--- src/rtl/fp_sp_pkg.sv ---
// Shared types for the single-precision divider front end: operand classes,
// pre-normalizer states and the unpacked-operand record handed to the divider.
package fp_sp_pkg;

    typedef enum logic [2:0] {
        CLS_ZERO = 3'd0,
        CLS_SUB  = 3'd1,
        CLS_NORM = 3'd2,
        CLS_INF  = 3'd3,
        CLS_NAN  = 3'd4
    } fpClass_t;

    typedef enum logic [2:0] {
        ST_IDLE,
        ST_CLASSIFY,
        ST_NORM_A,
        ST_NORM_B,
        ST_HOLD
    } state_t;

    localparam logic [9:0]  BIAS = 10'd127;
    localparam logic [9:0]  EMIN = 10'h382;  // -126 in 10-bit two's complement
    localparam logic [31:0] QNAN = 32'h7FC0_0000;

    typedef struct packed {
        logic       sign;
        logic [9:0] exp;
        logic [23:0] mant;
        fpClass_t   cls;
    } fpOp_t;

endpackage

--- src/rtl/fp_sp_classify.sv ---
// Combinational binary32 decoder: splits one operand into sign, unbiased
// exponent and mantissa, and tags it with its IEEE-754 class.
module fp_sp_classify
    import fp_sp_pkg::*;
(
    input  logic [31:0] i_op,
    output fpOp_t       o_op
);

    logic [7:0]  w_e;
    logic [22:0] w_f;

    assign w_e = i_op[30:23];
    assign w_f = i_op[22:0];

    // Subnormals start at EMIN with a hidden 0; the parent shifts them up.
    always_comb begin
        o_op      = '0;
        o_op.sign = i_op[31];
        o_op.mant = {1'b0, w_f};
        o_op.cls  = CLS_ZERO;
        if (w_e == 8'hFF) begin
            o_op.cls = (w_f == 23'd0) ? CLS_INF : CLS_NAN;
        end else if (w_e == 8'h00) begin
            if (w_f != 23'd0) begin
                o_op.cls = CLS_SUB;
                o_op.exp = EMIN;
            end
        end else begin
            o_op.cls  = CLS_NORM;
            o_op.exp  = {2'b00, w_e} - BIAS;
            o_op.mant = {1'b1, w_f};
        end
    end

endmodule

--- src/rtl/fp_sp_prenorm.sv ---
// Divider operand pre-normalizer: classifies both operands, resolves special
// quotients, and left-justifies subnormal mantissas through one shared shifter.
module fp_sp_prenorm
    import fp_sp_pkg::*;
(
    input  logic        clk,
    input  logic        reset,
    input  logic        in_valid,
    output logic        in_ready,
    input  logic [31:0] i_a,
    input  logic [31:0] i_b,
    output logic        out_valid,
    input  logic        out_ready,
    output logic        a_sign,
    output logic        b_sign,
    output logic [9:0]  a_exp,
    output logic [9:0]  b_exp,
    output logic [23:0] a_mant,
    output logic [23:0] b_mant,
    output logic [2:0]  a_class,
    output logic [2:0]  b_class,
    output logic        special,
    output logic [31:0] special_z
);

    state_t      r_state, w_next;
    logic [31:0] r_a, r_b;
    fpOp_t       r_opA, r_opB;
    fpOp_t       w_opA, w_opB;
    logic        r_special, w_special;
    logic [31:0] r_specialZ, w_specialZ;
    logic        w_sign;

    fp_sp_classify u_classA (.i_op(r_a), .o_op(w_opA));
    fp_sp_classify u_classB (.i_op(r_b), .o_op(w_opB));

    // Checks are ordered so NaN propagation beats the infinity/zero quotients.
    always_comb begin
        w_sign     = w_opA.sign ^ w_opB.sign;
        w_special  = 1'b1;
        w_specialZ = QNAN;
        if (w_opA.cls == CLS_NAN || w_opB.cls == CLS_NAN) begin
            w_specialZ = QNAN;
        end else if ((w_opA.cls == CLS_INF && w_opB.cls == CLS_INF) ||
                     (w_opA.cls == CLS_ZERO && w_opB.cls == CLS_ZERO)) begin
            w_specialZ = QNAN;
        end else if (w_opA.cls == CLS_INF || w_opB.cls == CLS_ZERO) begin
            w_specialZ = {w_sign, 8'hFF, 23'h0};
        end else if (w_opA.cls == CLS_ZERO || w_opB.cls == CLS_INF) begin
            w_specialZ = {w_sign, 31'h0};
        end else begin
            w_special  = 1'b0;
            w_specialZ = 32'h0;
        end
    end

    always_ff @(posedge clk or negedge reset) begin
        if (!reset) r_state <= ST_IDLE;
        else        r_state <= w_next;
    end

    // A normalize state exits on the same edge that sets mant[23], so each
    // subnormal costs exactly its leading-zero count in cycles.
    always_comb begin
        w_next = r_state;
        unique case (r_state)
            ST_IDLE:     if (in_valid) w_next = ST_CLASSIFY;
            ST_CLASSIFY: begin
                if (w_special)                 w_next = ST_HOLD;
                else if (w_opA.cls == CLS_SUB) w_next = ST_NORM_A;
                else if (w_opB.cls == CLS_SUB) w_next = ST_NORM_B;
                else                           w_next = ST_HOLD;
            end
            ST_NORM_A:
                if (r_opA.mant[23] || r_opA.mant[22])
                    w_next = (r_opB.cls == CLS_SUB) ? ST_NORM_B : ST_HOLD;
            ST_NORM_B:
                if (r_opB.mant[23] || r_opB.mant[22]) w_next = ST_HOLD;
            ST_HOLD:     if (out_ready) w_next = ST_IDLE;
            default:     w_next = ST_IDLE;
        endcase
    end

    always_comb begin
        in_ready  = (r_state == ST_IDLE);
        out_valid = (r_state == ST_HOLD);
    end

    always_ff @(posedge clk or negedge reset) begin
        if (!reset) begin
            r_a        <= 32'h0;
            r_b        <= 32'h0;
            r_opA      <= '0;
            r_opB      <= '0;
            r_special  <= 1'b0;
            r_specialZ <= 32'h0;
        end else begin
            unique case (r_state)
                ST_IDLE: begin
                    if (in_valid) begin
                        r_a <= i_a;
                        r_b <= i_b;
                    end
                end
                ST_CLASSIFY: begin
                    r_opA      <= w_opA;
                    r_opB      <= w_opB;
                    r_special  <= w_special;
                    r_specialZ <= w_specialZ;
                end
                ST_NORM_A: begin
                    if (!r_opA.mant[23]) begin
                        r_opA.mant <= {r_opA.mant[22:0], 1'b0};
                        r_opA.exp  <= r_opA.exp - 10'd1;
                    end
                end
                ST_NORM_B: begin
                    if (!r_opB.mant[23]) begin
                        r_opB.mant <= {r_opB.mant[22:0], 1'b0};
                        r_opB.exp  <= r_opB.exp - 10'd1;
                    end
                end
                default: ;
            endcase
        end
    end

    assign a_sign    = r_opA.sign;
    assign b_sign    = r_opB.sign;
    assign a_exp     = r_opA.exp;
    assign b_exp     = r_opB.exp;
    assign a_mant    = r_opA.mant;
    assign b_mant    = r_opB.mant;
    assign a_class   = r_opA.cls;
    assign b_class   = r_opB.cls;
    assign special   = r_special;
    assign special_z = r_specialZ;

endmodule

--- config.mk ---
export PLATFORM = sky130hd
export DESIGN_NAME = fp_sp_prenorm
export DESIGN_NICKNAME = d
export VERILOG_FILES = /design/src/rtl/fp_sp_pkg.sv /design/src/rtl/fp_sp_classify.sv /design/src/rtl/fp_sp_prenorm.sv
export SDC_FILE = /design/constraint.sdc
export NUM_CORES = 1
export LEC_CHECK = 0
export CAP_MARGIN = 25
export CORE_MARGIN = 3
export CORE_UTILIZATION = 55
export CTS_CLUSTER_DIAMETER = 60
export DETAILED_ROUTE_END_ITERATION = 10
export DONT_BUFFER_PORTS = 1
export GPL_TIMING_DRIVEN = 0
export PLACE_DENSITY = 0.7
export SLEW_MARGIN = 20
export SYNTH_ARGS = -nofsm -noshare
export SYNTH_HDL_FRONTEND = slang
export SYNTH_SLANG_ARGS = --single-unit
--- constraint.sdc ---
create_clock -name clk -period 2.29 [get_ports clk]
set_input_delay 0.3435 -clock clk [delete_from_list [all_inputs] [get_ports clk]]
set_output_delay 0.3435 -clock clk [all_outputs]
set_load 0.03 [all_outputs]
==> results summary, run 1 <==
The flow ran to the end, but the final reports show violations. The checks that failed: negative hold slack. The sort of element at the start of the critical path is a flip-flop.

The tool flagged a number of max-cap violations equal to 0. The unique cell type count in the Yosys netlist is 55. The die is 119 um tall. Of the total power, the clock network draws 0.215.

The last weighted congestion value of the routability-driven placer is 0.954. The number of synthesized register bits is around 150. For this run, global-route usage on met3 was measured as 0.104. In the post-route analysis, the smallest setup slack over all paths is 65.9 ps.

The final critical delay including setup and external delays came out at 2220 ps. The number of sinks on the clock net came out at between 100 and 150. The routed length per placed instance came out at roughly 20 um.

The total of buffers placed on input and output ports came out at 0. The peak fanout along the critical path came out at 6. The global-route wire length before repair is about 28000 um. Yosys mapped a number of flops with a built-in enable equal to 0. The total die area came out at between 10000 and 15000 um^2.

The final setup violation count is 0. The top-level port count is 179. Of all flip-flops after synthesis, the portion carrying an async set or reset was 1.00. The endpoint identified for the worst register-to-register timing path is r_state[2]. Detailed placement ended at an HPWL of ~13000 um. The post-synthesis instance total came out at 675. The required time of the critical path came out at 2600 ps. The overall routed net length came out at about 18000 um.

The routed via count divided by cell count came out at 5.96. The combinational share of power is 0.286. The sequential fraction of the synthesis area is 0.528.

The power per standard cell area is 1610 nW/um^2. In the final layout, the share of cells above drive strength 1 is 0.223. The last element of the critical path is r_state[2]. The Yosys warning count came out at 0.

TritonCTS built the clock tree. The setup path with the least slack is of type reg2reg. The initial utilization of the core area, before any placement, comes to 0.571. Adding up every negative setup slack in the final design gives 0 ps.

The worst-case IR drop observed on VDD is between 0.0009 and 0.001 V. The total design power came out at 12900 uW. In this run the worst setup path begins at r_a[24]. The number of antenna violations at the first check in global routing is 0.

After detailed routing, the number of remaining DRC violations is 0. The library cell used as clock root buffer is clkbuf_16. The post-placement setup slack came out at -370 ps. The worst-case headroom to the max-slew limit is 0.534. Clock tree synthesis inserted a total of 17 buffers. The hold violation count in the final report came out at 147. The total congestion overflow is 0. The core box area came out at 12200 um^2. STA puts the critical path data arrival time at 2530 ps. The buffer levels on the longest clock path came out at 2. The number of antenna cells inserted is 0. Detailed routing inserted a total of 5362 vias. The actual transition at the worst max-transition pin came out at 696 ps. Among all flip-flop cells after synthesis, the most frequent one is dfrtp_1. The level count of the clock H-tree is 4. The total track usage is 0.255. The per-instance average area after synthesis is 10.3 um^2.

The achievable clock frequency is 450 MHz. For this run, the detailed router's first-pass iteration total came to 5. The reported net switching power is 5750 uW. Summed over all cells, the static leakage comes to about 0.0036 uW. Counting cells, the worst reg-to-reg path comes to 9. The detail route stage leaves a number of antenna-violating nets equal to 0. The global routing stage identified its most utilized layer as met2. The layout-stage area growth over the synthesis result is 14.6%. The final hold slack is -389 ps. The register-to-register path setup slack came out at 70 ps. The design internal power is 7160 uW. After clock tree synthesis, the clock-pin slew on the worst setup and hold paths is ~70 ps. The count of standard-cell rows came out at 40. The final net count is 792. The fraction of power spent switching nets came out at 0.445. The worst register-to-register path begins at r_a[24]. The number of DRC markers in iteration 0 is 395.

The largest clock skew in the final design came out at 11.0 ps. Setup repair after global routing left no endpoint under its margin. The final number of max-transition violations is 0. The part of the power in registers is 0.498. In the global route stage, met1 resource usage came out at 0.321. Dividing the final minimum period by the clock period gives 0.971.

Once layout is complete, the utilization of the core stands at 0.654. The via count of the first global-routing pass came out at around 5300. The worst setup path is captured at a flip-flop. The worst hold path belongs to the class in2async.

The later pin in the worst-skew pair is clocked with a latency of 420 ps. The synthesized cell area came out at 6970 um^2. The met2 usage in global routing is 0.397. Entering global routing, the biggest net connects 148 pins. The die outline width came out at roughly 120 um.

The filler cells instantiated in the layout total slightly above 1000.
through the flow:
step | instance area, um^2 | hold slack (ps) | std cells
6_report | 7990 | -389 | 899
5_1_grt | 7990 | -414 | 899
4_1_cts | 7950 | -403 | 900
3_5_place_dp | 7270 | 52.9 | 864
3_3_place_gp | 7270 | 51.7 | 864
2_1_floorplan | 7060 | 47.9 | 696
cell usage after synthesis (4+ instances only):
master	number	area share
o22a_1	7	0.0088
nand2b_1	5	0.0045
ha_1	6	0.011
a22oi_1	44	0.047
nor3_1	17	0.012
a21oi_1	15	0.011
o221ai_1	6	0.0075
nand4_1	7	0.0063
o21ai_0	22	0.016
buf_1	4	0.0022
buf_4	29	0.031
nor4_1	11	0.0099
a31oi_1	6	0.0054
o21a_1	5	0.0054
nand2_1	136	0.073
clkbuf_1	17	0.0092
xnor2_1	11	0.014
mux2_2	59	0.095
inv_1	14	0.0075
buf_2	10	0.0072
nor2_1	36	0.019
nand3_1	13	0.0093
dfrtp_1	147	0.53
worst min path at each step:
| stage | end | from | slack, ps |
|---|---|---|---|
| 6_report | a_exp[5] | reset | -390 |
| 3_3_place_gp | r_a[27] | reset | 50 |
| 3_5_place_dp | r_a[27] | reset | 50 |
| 5_1_grt | a_exp[5] | reset | -410 |
| 2_1_floorplan | a_class[0] | reset | 50 |
| 4_1_cts | a_exp[3] | reset | -400 |
repair_timing:
item,CTS,global route
gates resized for setup,17,16
cloned,0,0
hold endpoints to repair,147,147
pin swaps,3,4
buffers inserted,5,0
setup endpoints to repair,133,38
critical path: stages (launching register included):
cell     delay [ps]
dfrtp_1         400
inv_2            60
ha_1            130
or4b_4          470
nor4_4          250
buf_4           220
nor2_1           50
nor2_1          130
a31oi_1         100
a211o_1         300
routing by layer:
layer  up-vias  wire [um]
li1       2457          -
met5         -          0
met1      2633       7190
met4         0        431
met2       238       8380
met3        34       1740
cell families (layout without fill, tap and decap cells):
| family | after synthesis | in the layout | synth area share |
|---|---|---|---|
| and+or+nand+nor | 247 | 247 | 0.162 |
| DFF | 147 | 147 | 0.528 |
| AOI/OAI and AO/OA | 127 | 127 | 0.129 |
| buffers and inverters | 74 | 109 | 0.0573 |
| muxes | 60 | 60 | 0.0967 |
| xor gates and xnor gates | 13 | 13 | 0.0163 |
| adders and majority gates | 6 | 6 | 0.0108 |
| other | 1 | 22 | 0.000538 |
power groups by stage:
stage | clock network (uW) | logic [uW] | registers [uW]
floorplan | 0 | 2910 | 5980
global placement | 0 | 3410 | 6400
detailed placement | 0 | 3550 | 6450
CTS | 2840 | 3660 | 6420
global route | 2960 | 4100 | 6630
finish | 2780 | 3700 | 6430
cells in the final DEF, fill, tap and decap left out, types with 6 or more instances in the layout:
cell / n
a21oi_1: 15
a22oi_1: 44
a31oi_1: 6
buf_2: 9
buf_4: 38
clkbuf_1: 13
clkbuf_16: 17
conb_1: 22
dfrtp_1: 147
ha_1: 6
inv_1: 12
mux2_2: 59
nand2_1: 136
nand3_1: 13
nand4_1: 7
nor2_1: 33
nor3_1: 13
nor4_1: 10
o21ai_0: 20
o221ai_1: 6
o22a_1: 7
xnor2_1: 11
state kept, by name (all words and copies together) (netlist names), 3 cells and up:
signal and cells:
r_b 32, r_a 32, b_exp 10, b_class 3, b_mant 24, r_state 3, a_mant 24, a_class 3
special_z 3, a_exp 10
area by class of cell:
class | instances | area, um^2 | area share
Buffer | 58 | 359 | 0.0449
Clock buffer | 19 | 443 | 0.0554
Clock inverter | 13 | 149 | 0.0186
Inverter | 14 | 52.6 | 0.00658
Multi-Input combinational cell | 475 | 3060 | 0.383
Sequential cell | 147 | 3680 | 0.460
Tap cell | 168 | 210 | 0.0263
Timing Repair Buffer | 5 | 37.5 | 0.00470
Note: power is estimated with default switching activity, not from simulation.
==> run 2, diff against run 1 <==
- CORE_UTILIZATION: 55 -> 57
- PLACE_DENSITY: 0.7 -> 0.72
- SLEW_MARGIN: 20 -> 5
==> results summary, run 2 (synthesis results as in run 1) <==
The core box area is 11700 um^2. The final hold slack came out at -389 ps. The detailed-route via count came out at 5409. The last weighted congestion value of the routability-driven placer is 0.901.

The family with the most delay on the worst path is simple AND/OR/NAND/NOR gates. The number of sinks on the clock net came out at 147. The number of max-cap violations is 0. The final number of max-transition violations came out at 0. The combinational share of power is 0.290.

The clock transition at the registers of the reported paths is about 60 ps. The clock tree from TritonCTS is built. For this design the total switching power over the nets is 5770 uW.

The total die area came out at 13600 um^2. The run finished, with violations left. The sequential cell area in the final layout is 3680 um^2. The number of DRC markers in iteration 0 is between 400 and 500. The final setup violation count is 0.

The signal on the critical path passes through inv_2, ha_4, or4b_4, nor4_4, nor3b_4, a2bb2oi_1, nor2_1, o22a_1. No sink is reached through more buffers than the 2 on the longest clock path. CTS placed an instance of clkbuf_16 at the clock tree root. The library cell used most frequently in the layout, excluding fill and tap cells, is dfrtp_1. The standard cell with the maximum stage delay on the critical path is or4b_4.

In this run, CTS created clock tree buffers numbering 17. The first global-routing pass estimated approximately 28000 um of wire. The largest clock skew in the final design came out at 9.78 ps. The cell area after placement came out at roughly 7200 um^2. Using the TritonRoute via totals, the vias-per-cell ratio works out to ~6.2. The worst setup path is launched from a flip-flop.

The design internal power is 7190 uW. Of all nets on the critical path, the largest fanout is 3. The total track usage came out at 0.276.

Measured along the y axis, the die boundary spans 117 um. The non-filler instance count after layout is 879. The fraction of layout instances using a drive strength above 1 is 0.231. The part of the power in registers came out at 0.498. The via count of the first global-routing pass came out at 5429. The layout-stage area growth over the synthesis result came out at 14.5%. Setup repair after global routing could not meet its margin everywhere. IR analysis of the VDD net gives a maximum drop of 0.00103 V. The checks that failed: negative hold slack.

Once detail routing completed, the nets flagged for antenna violations numbered 0. The leakage power came out at 0.00363 uW. The die outline width is between 100 and 150 um.

Measured in cells, the most critical reg-to-reg path has a length of 8. The starting density of the core is 0.598. At the worst endpoint, the arrival time is 2530 ps.

Entering global routing, the biggest net connects approximately 150 pins. Including well taps, the total number of placed cells is 841. The destination of the worst register-to-register timing path is a_exp[8]. The hold violation count in the final report came out at 147. The summed area of non-filler cells in the final layout is 7980 um^2. The total congestion overflow came out at 0. The largest registers in the layout are r_a (32), r_b (32). The number of antenna violations at the first check in global routing came to 1. The final worst-path cycle share came out at 0.969. The clock network latency to the later pin of the worst-skew pair came out at 430 ps. The total of fill cells in the finished design came out at 924.

The top-level port count came out at 179. The worst pin sits at a relative slew slack of 0.627. The area of the multi-input gates came out at 3050 um^2. The placed wire-length estimate after detailed placement came out at 12900 um. The actual transition at the worst max-transition pin is 558 ps.

Dividing the detail-routed wire length by the instance count gives 20.9 um. The class of the tightest hold or removal check is in2async. The final net count is 797.

The overall routed net length is 18400 um. The final critical delay including setup and external delays is 2220 ps. The achievable clock frequency came out at 451 MHz. The total of buffers placed on input and output ports is 0. The critical path's largest stage delay came out at 460 ps. The fraction of power spent switching nets is 0.445. The H-tree generated during clock tree synthesis spans 4 levels. The library cells used most frequently in the layout, excluding fill and tap cells, are dfrtp_1 (145), nand2_1 (136), mux2_2 (59).

The critical path in this run is classified as reg2reg. The count of buffering cells on the critical path with inverters included came out at 1. The required time of the critical path came out at 2600 ps. The register-to-register path setup slack is 70 ps. The power per standard cell area came out at roughly 1600 nW/um^2.

In this run the core area contains 39 standard-cell rows. The clock network power share is 0.212. STA classifies the critical path endpoint as a flip-flop. The critical register-to-register path startpoint is r_a[23].

For this run, the detailed router's first-pass iteration total came to 7. The final routed DRC violation total came out at 0.
-- run 2: cell types whose count changed in the layout (fill, tap and decap cells not counted), sizes merged --
cell      delta
diode        +1
inv          -3
clkbuf       +1
buf          +5
clkinv       -2
clkinvlp     +3
-- run 2: per-stage QoR --
stage	total power (uW)	hold WS [ps]	setup TNS, ps	setup slack, ps	utilization
finish	13000	-389	0	70.7	0.684
global route	13700	-412	-59.9	-38.6	0.684
CTS	12900	-400	0	5.07	0.681
detailed placement	10000	52.3	-24130	-333	0.621
global placement	9810	51.9	-19960	-254	0.620
floorplan	8890	47.9	0	127	-
-- run 2: final cells by class --
type                    count  area share
multi-input cells         475       0.382
well taps                 143      0.0224
diodes                      1    0.000313
repair buffers             10     0.00956
inverters                  14     0.00658
plain buffers              58      0.0445
flip-flops and latches    147       0.461
clock buffers              20      0.0572
clock inverters            11      0.0160
-- run 2: timing repair --
| action | CTS | global route |
|---|---|---|
| gates cloned | 0 | 0 |
| gates resized for setup | 22 | 13 |
| endpoints found under the hold margin | 147 | 147 |
| setup buffers | 7 | 1 |
| setup endpoints to repair | 135 | 68 |
| pin swaps | 4 | 7 |
-- run 2: worst max-delay path by stage --
| stage | startpoint | end | slack [ps] | cells past startpoint |
|---|---|---|---|---|
| 4_1_cts | r_a[23] | r_state[2] | 5 | 9 |
| 6_report | r_a[23] | a_exp[8] | 70 | 8 |
| 3_5_place_dp | r_state[0] | a_mant[3] | -330 | 6 |
| 3_3_place_gp | r_state[0] | a_mant[8] | -250 | 6 |
| 5_1_grt | r_a[23] | a_exp[8] | -40 | 8 |
| 2_1_floorplan | r_a[23] | a_exp[9] | 130 | 8 |
-- run 2: worst register-to-register path, delay by kind of cell, from the launching register on --
family | cells | cell delay [ps]
buf+inv | 1 | 90
flops | 1 | 400
simple gates | 4 | 1120
fa+ha+maj | 1 | 120
compound gates | 2 | 390
-- run 2: per-layer routing --
metal  up-vias  routed length, um  track usage
li1       2471                  -            -
met3        42               1680        0.117
met4         2                399       0.0948
met1      2673               7300        0.336
met2       221               9000        0.445
met5         -                 13            0
-- run 2: power groups by stage --
stage / sequential (uW) / clock, uW / combinational, uW
final: 6450 / 2750 / 3760
after global placement: 6400 / 0 / 3410
after global routing: 6630 / 2910 / 4150
after detailed placement: 6460 / 0 / 3570
after CTS: 6430 / 2770 / 3710
after floorplan: 5980 / 0 / 2910
